<file path="src/rtl/icache_refill_engine_pkg.sv">
// Shared parameters, derived widths, FSM state encoding and small slot helpers
// for the I-cache refill engine.
//   No ports; imported by the interface, the beat sequencer and the top.
package icache_refill_engine_pkg;

  localparam int TAG_W         = 8;
  localparam int SET_W         = 4;
  localparam int NUM_WAYS      = 4;
  localparam int WORD_W        = 20;
  localparam int WORDS_PER_BLK = 16;
  localparam int BEAT_WORDS    = 2;

  localparam int OFF_W   = $clog2(WORDS_PER_BLK);
  localparam int BEATS   = WORDS_PER_BLK / BEAT_WORDS;
  // A single-beat block still needs a 1-bit slot/counter field.
  localparam int BEAT_W  = (BEATS > 1) ? $clog2(BEATS) : 1;
  localparam int WAY_W   = $clog2(NUM_WAYS);
  localparam int BW_LOG  = $clog2(BEAT_WORDS);
  localparam int ADDR_W  = TAG_W + SET_W + OFF_W;
  localparam int BEAT_DW = BEAT_WORDS * WORD_W;

  // Clears the word-within-beat bits of an offset (powers of two only).
  localparam logic [OFF_W-1:0] OFF_BEAT_MASK = OFF_W'(WORDS_PER_BLK - BEAT_WORDS);
  localparam logic [OFF_W-1:0] OFF_WORD_MASK = OFF_W'(BEAT_WORDS - 1);

  typedef enum logic [1:0] {
    ST_IDLE   = 2'd0,
    ST_REQ    = 2'd1,
    ST_FILL   = 2'd2,
    ST_COMMIT = 2'd3
  } state_e;

  function automatic logic [BEAT_W-1:0] crit_beat_of(input logic [OFF_W-1:0] off);
    return BEAT_W'(off >> BW_LOG);
  endfunction

  function automatic logic [BEAT_W-1:0] wrap_slot(input logic [BEAT_W-1:0] base,
                                                  input logic [BEAT_W-1:0] cnt);
    logic [BEAT_W:0] sum;
    sum = {1'b0, base} + {1'b0, cnt};
    return BEAT_W'(sum % BEATS);
  endfunction

endpackage

</file>
<file path="src/rtl/icache_refill_engine_if.sv">
// Bus bundle between the refill engine and its neighbours: lookup pipeline
// (miss request), memory (block request and return beats), data array, tag
// array, early-restart word, plus the global halt and busy status.
//   master : the refill engine
//   slave  : the surrounding pipeline / memory / arrays (or a testbench)
interface icache_refill_engine_if;
  import icache_refill_engine_pkg::*;

  logic                i_halt;
  logic                i_miss_valid;
  logic [TAG_W-1:0]    i_miss_tag;
  logic [SET_W-1:0]    i_miss_set;
  logic [OFF_W-1:0]    i_miss_offset;
  logic [WAY_W-1:0]    i_victim_way;
  logic                o_miss_ready;

  logic [ADDR_W-1:0]   o_mem_req_addr;
  logic                o_mem_req_valid;
  logic                i_mem_req_ready;
  logic [BEAT_DW-1:0]  i_mem_data;
  logic                i_mem_data_valid;
  logic                o_mem_data_ready;

  logic                o_da_wr_valid;
  logic [SET_W-1:0]    o_da_set;
  logic [WAY_W-1:0]    o_da_way;
  logic [BEAT_W-1:0]   o_da_beat;
  logic [BEAT_DW-1:0]  o_da_wr_data;
  logic                i_da_wr_ready;

  logic                o_tag_wr_valid;
  logic [SET_W-1:0]    o_tag_set;
  logic [WAY_W-1:0]    o_tag_way;
  logic [TAG_W-1:0]    o_tag_wr_tag;
  logic                i_tag_wr_ready;

  logic [WORD_W-1:0]   o_crit_word;
  logic                o_crit_word_valid;
  logic                o_busy;

  modport master (
    input  i_halt, i_miss_valid, i_miss_tag, i_miss_set, i_miss_offset, i_victim_way,
           i_mem_req_ready, i_mem_data, i_mem_data_valid, i_da_wr_ready, i_tag_wr_ready,
    output o_miss_ready, o_mem_req_addr, o_mem_req_valid, o_mem_data_ready,
           o_da_wr_valid, o_da_set, o_da_way, o_da_beat, o_da_wr_data,
           o_tag_wr_valid, o_tag_set, o_tag_way, o_tag_wr_tag,
           o_crit_word, o_crit_word_valid, o_busy
  );

  modport slave (
    output i_halt, i_miss_valid, i_miss_tag, i_miss_set, i_miss_offset, i_victim_way,
           i_mem_req_ready, i_mem_data, i_mem_data_valid, i_da_wr_ready, i_tag_wr_ready,
    input  o_miss_ready, o_mem_req_addr, o_mem_req_valid, o_mem_data_ready,
           o_da_wr_valid, o_da_set, o_da_way, o_da_beat, o_da_wr_data,
           o_tag_wr_valid, o_tag_set, o_tag_way, o_tag_wr_tag,
           o_crit_word, o_crit_word_valid, o_busy
  );

endinterface

</file>
<file path="src/rtl/icache_refill_engine_refill_beat_sequencer.sv">
// Beat sequencer for a block refill: counts transferred beats and turns the
// count into the wrap-order slot index starting at the critical beat.
//   clk, arst_n  : clock, async active-low reset
//   i_clear      : restart the count (request handshake)
//   i_advance    : one beat transferred this cycle
//   i_crit_beat  : slot of the first (critical) beat
//   o_slot       : data-array slot for the current beat
//   o_first      : current beat is the first of the block
//   o_last       : current beat is the last of the block
module refill_beat_sequencer
  import icache_refill_engine_pkg::*;
(
  input  logic              clk,
  input  logic              arst_n,
  input  logic              i_clear,
  input  logic              i_advance,
  input  logic [BEAT_W-1:0] i_crit_beat,
  output logic [BEAT_W-1:0] o_slot,
  output logic              o_first,
  output logic              o_last
);

  logic [BEAT_W-1:0] beat_cnt_q, beat_cnt_d;

  assign o_first = (beat_cnt_q == '0);
  assign o_last  = (beat_cnt_q == BEAT_W'(BEATS - 1));
  assign o_slot  = wrap_slot(i_crit_beat, beat_cnt_q);

  always_comb begin
    beat_cnt_d = beat_cnt_q;
    if (i_clear) begin
      beat_cnt_d = '0;
    end else if (i_advance) begin
      // Returning to 0 after the last beat keeps the count clean for the
      // next miss even when BEATS is not a full power of the field width.
      beat_cnt_d = o_last ? '0 : beat_cnt_q + BEAT_W'(1);
    end
  end

  always_ff @(posedge clk or negedge arst_n) begin
    if (!arst_n) beat_cnt_q <= '0;
    else         beat_cnt_q <= beat_cnt_d;
  end

endmodule

</file>
<file path="src/rtl/icache_refill_engine.sv">
// I-cache miss refill engine. Accepts one miss, issues a critical-beat-first
// block fetch, streams every returned beat straight into the data array,
// forwards the missed word as soon as its beat arrives, and commits the new
// tag only after the whole block is written.
//   clk     : clock
//   arst_n  : asynchronous active-low reset
//   bus     : miss / memory / data-array / tag-array / early-restart bundle
//
//   state     | meaning
//   ----------+--------------------------------------------------------
//   ST_IDLE   | waiting for a miss; o_miss_ready = ~i_halt
//   ST_REQ    | block request on the memory port until accepted
//   ST_FILL   | beats streamed into the data array in wrap order
//   ST_COMMIT | tag write of the completed block
module icache_refill_engine
  import icache_refill_engine_pkg::*;
(
  input  logic                  clk,
  input  logic                  arst_n,
  icache_refill_engine_if.master bus
);

  state_e            state_q, state_d;
  logic [TAG_W-1:0]  tag_q, tag_d;
  logic [SET_W-1:0]  set_q, set_d;
  logic [OFF_W-1:0]  off_q, off_d;
  logic [WAY_W-1:0]  way_q, way_d;
  logic [WORD_W-1:0] crit_word_q, crit_word_d;
  logic              crit_valid_q, crit_valid_d;

  logic              in_fill;
  logic              miss_ready;
  logic              tag_wr_valid;
  logic              miss_fire, req_fire, beat_fire, commit_fire;
  logic [BEAT_W-1:0] slot;
  logic              first_beat, last_beat;
  logic [OFF_W-1:0]  word_sel;
  logic [WORD_W-1:0] crit_pick;

  assign in_fill      = (state_q == ST_FILL);
  assign miss_ready   = (state_q == ST_IDLE) && !bus.i_halt;
  assign tag_wr_valid = (state_q == ST_COMMIT) && !bus.i_halt;

  assign miss_fire   = miss_ready && bus.i_miss_valid;
  // The request cannot be withdrawn once raised, so an acceptance seen while
  // halted still counts; otherwise memory would answer a request we forgot.
  assign req_fire    = (state_q == ST_REQ) && bus.i_mem_req_ready;
  assign beat_fire   = in_fill && bus.i_mem_data_valid && bus.i_da_wr_ready && !bus.i_halt;
  assign commit_fire = tag_wr_valid && bus.i_tag_wr_ready;

  refill_beat_sequencer u_seq (
    .clk         (clk),
    .arst_n      (arst_n),
    .i_clear     (req_fire),
    .i_advance   (beat_fire),
    .i_crit_beat (crit_beat_of(off_q)),
    .o_slot      (slot),
    .o_first     (first_beat),
    .o_last      (last_beat)
  );

  assign word_sel  = off_q & OFF_WORD_MASK;
  assign crit_pick = bus.i_mem_data[int'(word_sel)*WORD_W +: WORD_W];

  assign bus.o_miss_ready      = miss_ready;
  assign bus.o_busy            = (state_q != ST_IDLE);
  assign bus.o_mem_req_valid   = (state_q == ST_REQ);
  assign bus.o_mem_req_addr    = {tag_q, set_q, off_q & OFF_BEAT_MASK};
  assign bus.o_mem_data_ready  = in_fill && bus.i_da_wr_ready && !bus.i_halt;
  assign bus.o_da_wr_valid     = in_fill && bus.i_mem_data_valid && !bus.i_halt;
  assign bus.o_da_set          = set_q;
  assign bus.o_da_way          = way_q;
  assign bus.o_da_beat         = slot;
  // Gated so stray memory data never shows on the array bus outside FILL.
  assign bus.o_da_wr_data      = in_fill ? bus.i_mem_data : '0;
  assign bus.o_tag_wr_valid    = tag_wr_valid;
  assign bus.o_tag_set         = set_q;
  assign bus.o_tag_way         = way_q;
  assign bus.o_tag_wr_tag      = tag_q;
  assign bus.o_crit_word       = crit_word_q;
  assign bus.o_crit_word_valid = crit_valid_q;

  always_comb begin
    state_d      = state_q;
    tag_d        = tag_q;
    set_d        = set_q;
    off_d        = off_q;
    way_d        = way_q;
    crit_word_d  = crit_word_q;
    crit_valid_d = 1'b0;
    case (state_q)
      ST_IDLE: begin
        if (miss_fire) begin
          tag_d   = bus.i_miss_tag;
          set_d   = bus.i_miss_set;
          off_d   = bus.i_miss_offset;
          way_d   = bus.i_victim_way;
          state_d = ST_REQ;
        end
      end
      ST_REQ: begin
        if (req_fire) state_d = ST_FILL;
      end
      ST_FILL: begin
        if (beat_fire) begin
          if (first_beat) begin
            crit_word_d  = crit_pick;
            crit_valid_d = 1'b1;
          end
          if (last_beat) state_d = ST_COMMIT;
        end
      end
      ST_COMMIT: begin
        if (commit_fire) state_d = ST_IDLE;
      end
      default: state_d = ST_IDLE;
    endcase
  end

  always_ff @(posedge clk or negedge arst_n) begin
    if (!arst_n) begin
      state_q      <= ST_IDLE;
      tag_q        <= '0;
      set_q        <= '0;
      off_q        <= '0;
      way_q        <= '0;
      crit_word_q  <= '0;
      crit_valid_q <= 1'b0;
    end else begin
      state_q      <= state_d;
      tag_q        <= tag_d;
      set_q        <= set_d;
      off_q        <= off_d;
      way_q        <= way_d;
      crit_word_q  <= crit_word_d;
      crit_valid_q <= crit_valid_d;
    end
  end

endmodule

</file>
<file path="src/flat_wrapper.sv">
// flat-port wrapper written by rule: the top's interface ports become plain ports
module icache_refill_engine_flat import icache_refill_engine_pkg::*;
  (clk, arst_n, bus_i_halt, bus_i_miss_valid, bus_i_miss_tag, bus_i_miss_set, bus_i_miss_offset, bus_i_victim_way, bus_i_mem_req_ready, bus_i_mem_data, bus_i_mem_data_valid, bus_i_da_wr_ready, bus_i_tag_wr_ready, bus_o_miss_ready, bus_o_mem_req_addr, bus_o_mem_req_valid, bus_o_mem_data_ready, bus_o_da_wr_valid, bus_o_da_set, bus_o_da_way, bus_o_da_beat, bus_o_da_wr_data, bus_o_tag_wr_valid, bus_o_tag_set, bus_o_tag_way, bus_o_tag_wr_tag, bus_o_crit_word, bus_o_crit_word_valid, bus_o_busy);
  icache_refill_engine_if bus_i ();
  input  logic clk;
  input  logic arst_n;
  input wire logic [$bits(bus_i.i_halt)-1:0] bus_i_halt;
  input wire logic [$bits(bus_i.i_miss_valid)-1:0] bus_i_miss_valid;
  input wire logic [$bits(bus_i.i_miss_tag)-1:0] bus_i_miss_tag;
  input wire logic [$bits(bus_i.i_miss_set)-1:0] bus_i_miss_set;
  input wire logic [$bits(bus_i.i_miss_offset)-1:0] bus_i_miss_offset;
  input wire logic [$bits(bus_i.i_victim_way)-1:0] bus_i_victim_way;
  input wire logic [$bits(bus_i.i_mem_req_ready)-1:0] bus_i_mem_req_ready;
  input wire logic [$bits(bus_i.i_mem_data)-1:0] bus_i_mem_data;
  input wire logic [$bits(bus_i.i_mem_data_valid)-1:0] bus_i_mem_data_valid;
  input wire logic [$bits(bus_i.i_da_wr_ready)-1:0] bus_i_da_wr_ready;
  input wire logic [$bits(bus_i.i_tag_wr_ready)-1:0] bus_i_tag_wr_ready;
  output wire logic [$bits(bus_i.o_miss_ready)-1:0] bus_o_miss_ready;
  output wire logic [$bits(bus_i.o_mem_req_addr)-1:0] bus_o_mem_req_addr;
  output wire logic [$bits(bus_i.o_mem_req_valid)-1:0] bus_o_mem_req_valid;
  output wire logic [$bits(bus_i.o_mem_data_ready)-1:0] bus_o_mem_data_ready;
  output wire logic [$bits(bus_i.o_da_wr_valid)-1:0] bus_o_da_wr_valid;
  output wire logic [$bits(bus_i.o_da_set)-1:0] bus_o_da_set;
  output wire logic [$bits(bus_i.o_da_way)-1:0] bus_o_da_way;
  output wire logic [$bits(bus_i.o_da_beat)-1:0] bus_o_da_beat;
  output wire logic [$bits(bus_i.o_da_wr_data)-1:0] bus_o_da_wr_data;
  output wire logic [$bits(bus_i.o_tag_wr_valid)-1:0] bus_o_tag_wr_valid;
  output wire logic [$bits(bus_i.o_tag_set)-1:0] bus_o_tag_set;
  output wire logic [$bits(bus_i.o_tag_way)-1:0] bus_o_tag_way;
  output wire logic [$bits(bus_i.o_tag_wr_tag)-1:0] bus_o_tag_wr_tag;
  output wire logic [$bits(bus_i.o_crit_word)-1:0] bus_o_crit_word;
  output wire logic [$bits(bus_i.o_crit_word_valid)-1:0] bus_o_crit_word_valid;
  output wire logic [$bits(bus_i.o_busy)-1:0] bus_o_busy;
  assign bus_i.i_halt = bus_i_halt;
  assign bus_i.i_miss_valid = bus_i_miss_valid;
  assign bus_i.i_miss_tag = bus_i_miss_tag;
  assign bus_i.i_miss_set = bus_i_miss_set;
  assign bus_i.i_miss_offset = bus_i_miss_offset;
  assign bus_i.i_victim_way = bus_i_victim_way;
  assign bus_i.i_mem_req_ready = bus_i_mem_req_ready;
  assign bus_i.i_mem_data = bus_i_mem_data;
  assign bus_i.i_mem_data_valid = bus_i_mem_data_valid;
  assign bus_i.i_da_wr_ready = bus_i_da_wr_ready;
  assign bus_i.i_tag_wr_ready = bus_i_tag_wr_ready;
  assign bus_o_miss_ready = bus_i.o_miss_ready;
  assign bus_o_mem_req_addr = bus_i.o_mem_req_addr;
  assign bus_o_mem_req_valid = bus_i.o_mem_req_valid;
  assign bus_o_mem_data_ready = bus_i.o_mem_data_ready;
  assign bus_o_da_wr_valid = bus_i.o_da_wr_valid;
  assign bus_o_da_set = bus_i.o_da_set;
  assign bus_o_da_way = bus_i.o_da_way;
  assign bus_o_da_beat = bus_i.o_da_beat;
  assign bus_o_da_wr_data = bus_i.o_da_wr_data;
  assign bus_o_tag_wr_valid = bus_i.o_tag_wr_valid;
  assign bus_o_tag_set = bus_i.o_tag_set;
  assign bus_o_tag_way = bus_i.o_tag_way;
  assign bus_o_tag_wr_tag = bus_i.o_tag_wr_tag;
  assign bus_o_crit_word = bus_i.o_crit_word;
  assign bus_o_crit_word_valid = bus_i.o_crit_word_valid;
  assign bus_o_busy = bus_i.o_busy;
  icache_refill_engine u_core (.clk(clk), .arst_n(arst_n), .bus(bus_i));
endmodule
</file>
<file path="config.mk">
export PLATFORM = sky130hd
export DESIGN_NAME = icache_refill_engine_flat
export DESIGN_NICKNAME = d
export VERILOG_FILES = /design/src/rtl/icache_refill_engine_pkg.sv /design/src/rtl/icache_refill_engine_if.sv /design/src/rtl/icache_refill_engine_refill_beat_sequencer.sv /design/src/rtl/icache_refill_engine.sv /design/src/flat_wrapper.sv
export SDC_FILE = /design/constraint.sdc
export NUM_CORES = 1
export LEC_CHECK = 0
export ABC_AREA = 1
export CAP_MARGIN = 20
export CORE_UTILIZATION = 37
export CTS_CLUSTER_SIZE = 20
export DETAILED_ROUTE_END_ITERATION = 12
export PLACE_DENSITY = 0.88
export SLEW_MARGIN = 20
export SYNTH_ARGS = -nofsm -noshare
export SYNTH_HDL_FRONTEND = slang
export SYNTH_SLANG_ARGS = --single-unit
</file>
<file path="constraint.sdc">
create_clock -name clk -period 1.7 [get_ports clk]
set_input_delay 0.51 -clock clk [delete_from_list [all_inputs] [get_ports clk]]
set_output_delay 0.51 -clock clk [all_outputs]
set_load 0.005 [all_outputs]
</file>
==> results.json, run 1 <==
{
  "yosys_warnings": 0,
  "cap_violations": 0,
  "hp-class": "in2async",
  "crit_slowest_cell": "dfrtp_1",
  "antenna_found_initial": 0,
  "cp_num_buf_inv": 6,
  "max_stage_delay_ps": 400,
  "synth_area_leaders": "dfrtp_1, nand2_1, mux2i_1, inv_1, o21ai_2",
  "track_usage": 0.287,
  "finalCritPeriodShare": 1.24,
  "viasPerCell": 4.87,
  "clock-sinks": 44,
  "ys_seq_elements": 44,
  "dr.pass1.iters": 5,
  "postPlaceCellArea_sq_mm": 0.00460,
  "yosys_most_used_dff": "dfrtp_1",
  "cp-end-kind": "output port",
  "route.vias.total": 3216,
  "cp_max_fo": 5,
  "cts_root_buf": "clkbuf_8",
  "fin_cells": 661,
  "yosys.cell_types.count": 22,
  "synth.net_count": 412,
  "crit_chain": "inv_2 -> ha_4 -> buf_6 -> buf_6 -> buf_16 -> nand2_4 -> inv_2 -> buf_6",
  "grt_pass1_wl_mm": 16.5,
  "initialDrtViolationCount": 156,
  "p_leak_uw": 0.00347,
  "die_h_um": 87.7,
  "drc": 0,
  "syn_area_sq_mm": 0.00272,
  "n_fill_cell": 335,
  "postSynthAreaPerCell_sq_um": 8.09,
  "drv_slew": 0,
  "hpwlAfterDp_mm": 6.40,
  "synth_area_leader_cell": "dfrtp_1",
  "netlist_top_cells_count": "nand2_1, inv_1, dfrtp_1",
  "ys_seq_area_frac": 0.405,
  "worstSetupStartpointType": "register",
  "die_w_um": 87.7,
  "finalWorstSetupSlack_ps": -404,
  "drive_above_1_share": 0.519,
  "multi_input_area_sq_mm": 0.00167,
  "grt_pass1_vias": 3211,
  "status": "complete, but fails checks",
  "final_area_sq_mm": 0.00594,
  "num_rows": 30,
  "syn_inst": 336,
  "grt_overflow": 0,
  "htreeDepth": 2,
  "async_flop_share": 1.00,
  "cts_inserted_buffers": 5,
  "rsz0062_at_grt": "true",
  "synth-edff-count": 0,
  "clk_latency_ps": 300,
  "core_sq_mm": 0.00694,
  "syn_to_final_growth_pct": 119,
  "critPathTopFamily": "buffers and inverters",
  "cts.reportedPaths.clkPinSlew_ps": 90,
  "die_area_sq_mm": 0.00769,
  "seq_area_sq_mm": 0.00110,
  "clockBufferDepth": 2,
  "p_total_uw": 9060,
  "yosysTopAreaCellShare": 0.405,
  "wl_per_cell_um": 19.0,
  "placed_cells": 601,
  "gp_congestion": 0.847,
  "grt_max_degree": 30,
  "crit_required_ps": 1190,
  "diodes": 0,
  "violations": "setup timing",
  "ant_nets": 0,
  "period_minus_slack_ps": 2100,
  "numPortBuffers": 170,
  "final_nets": 640,
  "whs_ps": 136,
  "cellPowerDensity_mw_per_mm2": 1520,
  "criticalPathCategory": "reg2out",
  "cp_common_cell": "buf_6",
  "post-route-util": 0.856,
  "crit_arrival_ps": 1590,
  "fmax_mhz": 475,
  "final-setup-viol-count": 75,
  "finalHoldViolations": 0,
  "ios": 172,
  "floorplan.initialDensity": 0.392,
  "skew_ps": 2.40,
  "worst_ir_drop_vdd_uv": 931,
  "cts_tree": "built",
  "drt-total-wl_mm": 12.6,
  "synth.most_common_cell": "nand2_1"
}
-- layer usage --
layer | GRT usage | part of all wire | up-vias
met1 | 0.320 | 0.37 | 1553
met2 | 0.510 | 0.54 | 148
met4 | 0.146 | 0.038 | 0
met3 | 0.0669 | 0.053 | 37
li1 | - | - | 1478
met5 | 0 | 0 | -
-- power by group --
part | leakage [uW] | internal (uW) | switching (uW)
clock network | 0.0000445 | 331 | 379
registers | 0.000562 | 1530 | 464
logic | 0.00287 | 3630 | 2720
total | 0.00347 | 5490 | 3570
-- cell type report --
type / instances / area share
clock buffers: 7 / 0.0145
clock inverters: 1 / 0.00126
inverters: 52 / 0.0341
multi-input cells: 201 / 0.281
flip-flops and latches: 44 / 0.185
well taps: 96 / 0.0202
repair buffers: 260 / 0.463
-- registers in the layout (all words and copies together), names as in the netlist --
signal and cells:
u_core.bus.o_da_set 4, u_core.bus.o_da_way 2, u_core.off_q 4, u_core.state_q 2, u_core.bus.o_tag_wr_tag 8, u_core.bus.o_crit_word_valid 1, u_core.bus.o_crit_word 20, u_core.u_seq.beat_cnt_q 3
-- cells by family (layout without fill, tap and decap cells) --
family / count (synthesis) / count (layout) / synth area share
AOI/OAI and AO/OA: 25 / 25 / 0.0736
xor gates and xnor gates: 2 / 2 / 0.00644
adders and majority gates: 10 / 10 / 0.0488
buffers and inverters: 91 / 320 / 0.171
DFF: 44 / 44 / 0.405
muxes: 20 / 20 / 0.0736
other: 1 / 1 / 0.00138
and+or+nand+nor: 143 / 143 / 0.220
-- metrics by stage --
step	TNS [ps]	worst slack (ps)
6_report	-20760	-404
5_1_grt	-25060	-462
4_1_cts	-21310	-370
3_5_place_dp	-32670	-589
3_3_place_gp	-30580	-563
2_1_floorplan	0	33.6
-- final timing paths --
path / start / end / slack (ps) / depth (start not counted)
max: u_core.state_q[0] / bus_o_da_wr_data[38] / -400 / 8
min: arst_n / u_core.state_q[0] / 140 / 1
max reg2reg: u_core.state_q[0] / u_core.bus.o_crit_word[9] / -310 / 12
min reg2reg: u_core.bus.o_crit_word[16] / u_core.bus.o_crit_word[16] / 520 / 2
max in group asynchronous: arst_n / u_core.bus.o_crit_word[19] / 1060 / 2
min in group clk: u_core.bus.o_crit_word[16] / u_core.bus.o_crit_word[16] / 520 / 2
-- layout by cell type (no fill, tap or decap), types with 21 or more instances in the layout --
cell             netlist  final
inv_2                  0     33
o21ai_2               20     21
dlymetal6s2s_1         0     24
nand2_4                0     48
clkdlybuf4s50_1        0     68
nand3_1               24     23
nand2_1              110     37
buf_6                  4     53
dlygate4sd2_1          0     28
nand2_2                1     26
dfrtp_1               44     44
buf_4                 23     45
-- what timing repair did --
| action | CTS | global route |
|---|---|---|
| cloned | 12 | 2 |
| resized for setup | 364 | 152 |
| setup buffers | 31 | 21 |
| pin swaps | 7 | 13 |
| setup endpoints to repair | 113 | 120 |
| hold buffers | 0 | 0 |
-- worst reg2reg max path, stage by stage, from the launching register on --
cell       delay [ps]
dfrtp_1           400
inv_2              80
ha_4              230
buf_6             140
buf_6             120
nand2_4            50
buf_6             120
nor3_4            180
nand3_4           130
buf_8             170
clkbuf_16         170
nand2_2            70
o21ai_2            50
Note: power is estimated with default switching activity, not from simulation.
==> run 2, diff against run 1 <==
--- a/config.mk
+++ b/config.mk
@@ -9,4 +9,5 @@
 export CAP_MARGIN = 20
 export CORE_UTILIZATION = 37
+export CTS_CLUSTER_DIAMETER = 200
 export CTS_CLUSTER_SIZE = 20
 export DETAILED_ROUTE_END_ITERATION = 12
==> constraint.sdc (replaced) <==
create_clock -name clk -period 1.7 [get_ports clk]
set_input_delay 0.51 -clock clk [delete_from_list [all_inputs] [get_ports clk]]
set_output_delay 0.51 -clock clk [all_outputs]
set_load 0.02 [all_outputs]
==> results.json, run 2 (synthesis results as in run 1) <==
{
  "core_sq_mm": 0.00694,
  "cp_num_buf_inv": 1,
  "die_area_sq_mm": 0.00769,
  "numPortBuffers": 170,
  "fmax_mhz": 493,
  "cts.reportedPaths.clkPinSlew_ps": 90,
  "cts_root_buf": "clkbuf_8",
  "drive_above_1_share": 0.482,
  "viasPerCell": 4.82,
  "clockBufferDepth": 2,
  "hp-class": "in2async",
  "cellPowerDensity_mw_per_mm2": 1660,
  "clock-sinks": 44,
  "dr.pass1.iters": 5,
  "gp_congestion": 0.825,
  "max_stage_delay_ps": 390,
  "p_leak_uw": 0.00305,
  "clk_latency_ps": 290,
  "drt-total-wl_mm": 10.5,
  "violations": "setup timing",
  "ios": 172,
  "worst_ir_drop_vdd_uv": 833,
  "finalWorstSetupSlack_ps": -329,
  "floorplan.initialDensity": 0.392,
  "finalSetupTns_ps": -16410,
  "drc": 0,
  "final-setup-viol-count": 70,
  "hpwlAfterDp_mm": 6.59,
  "worstSetupStartpointType": "register",
  "cts_inserted_buffers": 5,
  "criticalPathCategory": "reg2out",
  "syn_to_final_growth_pct": 102,
  "route.vias.total": 3030,
  "period_minus_slack_ps": 2030,
  "ant_nets": 0,
  "grt_max_degree": 31,
  "cap_violations": 0,
  "rsz0062_at_grt": "true",
  "track_usage": 0.223,
  "grt_pass1_vias": 2814,
  "crit_arrival_ps": 1520,
  "status": "complete, but fails checks",
  "skew_ps": 7.39,
  "die_w_um": 87.7,
  "wl_per_cell_um": 16.8,
  "htreeDepth": 2,
  "cp-end-kind": "output port",
  "grt_pass1_wl_mm": 13.4,
  "num_rows": 30,
  "crit_chain": "ha_2 -> fa_2 -> xnor2_2 -> buf_6",
  "crit_required_ps": 1190,
  "cp_max_fo": 2,
  "crit_slowest_cell": "dfrtp_1",
  "initialDrtViolationCount": 162,
  "cts_tree": "built",
  "finalCritPeriodShare": 1.19,
  "antenna_found_initial": 0,
  "largest_register_ffs": 20,
  "diodes": 0,
  "die_h_um": 87.7,
  "final_nets": 609,
  "final_cell_mix": "clkdlybuf4s50_1, buf_6, dlygate4sd2_1",
  "p_total_uw": 9120,
  "grt_overflow": 0,
  "finalHoldViolations": 0,
  "critPathTopFamily": "adder cells",
  "n_fill_cell": 460,
  "final_common_cell": "clkdlybuf4s50_1",
  "drv_slew": 0
}
[run 2: cell type report]
type	count	area, sq um	area share
sequential	44	1100	0.201
clock inverter	1	5.00	0.000912
multi-input combinational	201	1660	0.302
clock buffer	6	72.6	0.0132
timing repair buffer	229	2320	0.423
inverter	52	205	0.0374
tap	96	120	0.0219
[run 2: timing repair]
action / 4_1_cts / 5_1_grt
resized for setup: 389 / 165
gates cloned: 3 / 5
buffers inserted: 6 / 12
hold buffers: 0 / 0
setup endpoints to repair: 146 / 92
pin swaps: 2 / 9
hold endpoints to repair: 0 / 0
[run 2: routing by layer]
| layer | GRT usage | share of wire | vias up | wire length (um) |
|---|---|---|---|---|
| met1 | 0.260 | 0.36 | 1492 | 3800 |
| met5 | 0 | 0 | - | 0 |
| met4 | 0.0700 | 0.040 | 0 | 419 |
| met3 | 0.0368 | 0.036 | 32 | 377 |
| li1 | - | - | 1398 | - |
| met2 | 0.416 | 0.56 | 108 | 5940 |
[run 2: final timing paths]
check,startpoint,endpoint,slack [ps],cells past startpoint
min in group clk,u_core.bus.o_tag_wr_tag[6],u_core.bus.o_tag_wr_tag[6],490,2
hold reg to reg,u_core.bus.o_tag_wr_tag[6],u_core.bus.o_tag_wr_tag[6],490,2
max in group asynchronous,arst_n,u_core.bus.o_tag_wr_tag[5],1070,2
setup / recovery,u_core.off_q[1],bus_o_da_beat[2],-330,4
setup reg to reg,u_core.state_q[0],u_core.bus.o_crit_word[19],-230,10
hold / removal,arst_n,u_core.state_q[0],130,1
[run 2: power by group]
| group | internal [uW] | total, uW | switching [uW] | leakage (uW) |
|---|---|---|---|---|
| Clock | 281 | 640 | 359 | 0.0000410 |
| Sequential | 1530 | 1970 | 439 | 0.000562 |
| Combinational | 2980 | 6510 | 3530 | 0.00244 |
[run 2: stage by stage]
step	cells	hold slack [ps]	util	area [sq um]	worst slack, ps
2_1_floorplan	336	214	-	2740	-45.6
3_3_place_gp	603	454	0.664	4610	-654
3_5_place_dp	603	458	0.664	4610	-652
4_1_cts	618	135	0.703	4880	-377
5_1_grt	629	163	0.790	5490	-378
6_report	629	134	0.790	5490	-329
==> run 3, diff against run 2 <==
TNS_END_PERCENT = 50   (was default)
==> results.json, run 3 (synthesis results as in run 1) <==
{
  "status": "complete, but fails checks",
  "violations": "setup timing",
  "criticalPathCategory": "reg2out",
  "crit_chain": "ha_2 -> fa_2 -> xnor2_2 -> buf_6",
  "cp-end-kind": "output port",
  "crit_arrival_ps": 1520,
  "cts_tree": "built",
  "finalWorstSetupSlack_ps": -335,
  "core_sq_mm": 0.00694,
  "viasPerCell": 4.68,
  "dr.pass1.iters": 4,
  "finalHoldViolations": 0,
  "final_nets": 600,
  "final_common_cell": "clkdlybuf4s50_1",
  "antenna_found_initial": 0,
  "grt_pass1_vias": 2795,
  "crit_start": "u_core.off_q[1]",
  "postCtsHoldBufs": 0,
  "die_area_sq_mm": 0.00769,
  "r2r-start": "u_core.state_q[0]",
  "cp_num_buf_inv": 1,
  "wl_per_cell_um": 15.5,
  "grt_max_degree": 31,
  "ios": 172,
  "hpwlAfterDp_mm": 6.59,
  "clock-sinks": 44,
  "floorplan.initialDensity": 0.392,
  "drv_slew": 0,
  "r2r_slack_ps": -170,
  "endpoint": "bus_o_da_beat[2]",
  "worstReg2RegEnd": "u_core.bus.o_crit_word[13]",
  "grt_pass1_wl_mm": 13.3,
  "drc": 0,
  "worstRegToRegCells": 10,
  "worst_ir_drop_vdd_uv": 813,
  "htreeDepth": 2,
  "finalSetupTns_ps": -16420,
  "drive_above_1_share": 0.448,
  "worstSetupPathDepth": 4,
  "die_w_um": 87.7,
  "ant_nets": 0,
  "drt-total-wl_mm": 9.63,
  "initialDrtViolationCount": 128,
  "n_fill_cell": 502,
  "whs_ps": 129,
  "rsz0062_at_grt": "true",
  "critPathTopFamily": "adder cells",
  "cellPowerDensity_mw_per_mm2": 1660,
  "final_cell_mix": "clkdlybuf4s50_1, nand2_1, dlygate4sd2_1, buf_6, dfrtp_1",
  "skew_ps": 9.73,
  "clockBufferDepth": 2,
  "period_minus_slack_ps": 2030,
  "hp-class": "in2async",
  "largest_register_ffs": 20,
  "crit_required_ps": 1190,
  "grt_overflow": 0,
  "finalCritPeriodShare": 1.20,
  "syn_to_final_growth_pct": 91.6,
  "final-setup-viol-count": 71,
  "cp_max_fo": 2,
  "cap_violations": 0,
  "max_stage_delay_ps": 400,
  "p_leak_uw": 0.00295,
  "p_total_uw": 8650,
  "cts_root_buf": "clkbuf_8",
  "cts_inserted_buffers": 5,
  "numPortBuffers": 170,
  "worstSetupStartpointType": "register",
  "track_usage": 0.221,
  "crit_slowest_cell": "dfrtp_1",
  "cts.reportedPaths.clkPinSlew_ps": 90,
  "clk_latency_ps": 290,
  "route.vias.total": 2902,
  "gp_congestion": 0.825,
  "die_h_um": 87.7,
  "diodes": 0,
  "num_rows": 30,
  "fmax_mhz": 491
}
-- run 3: stage by stage --
stage	cells	utilization	area (sq um)	setup slack, ps
after floorplan	336	-	2740	-45.6
after global placement	603	0.664	4610	-654
after detailed placement	603	0.664	4610	-652
after CTS	616	0.693	4810	-377
after global routing	620	0.750	5210	-384
final	620	0.750	5210	-335
-- run 3: worst min-delay path by stage --
stage                 from  depth (start not counted)  slack, ps                        end
floorplan           arst_n                          0        210  u_core.bus.o_crit_word[0]
global placement    arst_n                          1        450          u_core.state_q[0]
detailed placement  arst_n                          1        460          u_core.state_q[0]
CTS                 arst_n                          1        140          u_core.state_q[0]
global route        arst_n                          1        150          u_core.state_q[0]
finish              arst_n                          1        130          u_core.state_q[0]
-- run 3: area by class of cell --
type | count | area, sq um | area share
Timing Repair Buffer | 220 | 2180 | 0.418
Multi-Input combinational cell | 201 | 1540 | 0.295
Sequential cell | 44 | 1100 | 0.211
Tap cell | 96 | 120 | 0.0231
Clock inverter | 1 | 5.00 | 0.000961
Inverter | 52 | 198 | 0.0380
Clock buffer | 6 | 72.6 | 0.0139
-- run 3: report_power, final --
| group | leakage (uW) | switching [uW] | internal (uW) |
|---|---|---|---|
| sequential | 0.000562 | 336 | 1530 |
| clock | 0.0000410 | 358 | 280 |
| combinational | 0.00234 | 3410 | 2740 |
| total | 0.00295 | 4100 | 4550 |
-- run 3: what timing repair did --
action | 4_1_cts | 5_1_grt
pin swaps | 2 | 5
gates cloned | 2 | 2
buffers inserted | 5 | 3
gates resized for setup | 380 | 130
setup endpoints to repair | 146 | 92
-- run 3: per-layer routing --
layer | share of wire | vias up | track usage
met3 | 0.039 | 24 | 0.0349
met2 | 0.56 | 94 | 0.409
met1 | 0.37 | 1406 | 0.259
met5 | 0 | - | 0
li1 | - | 1378 | -
met4 | 0.029 | 0 | 0.0700
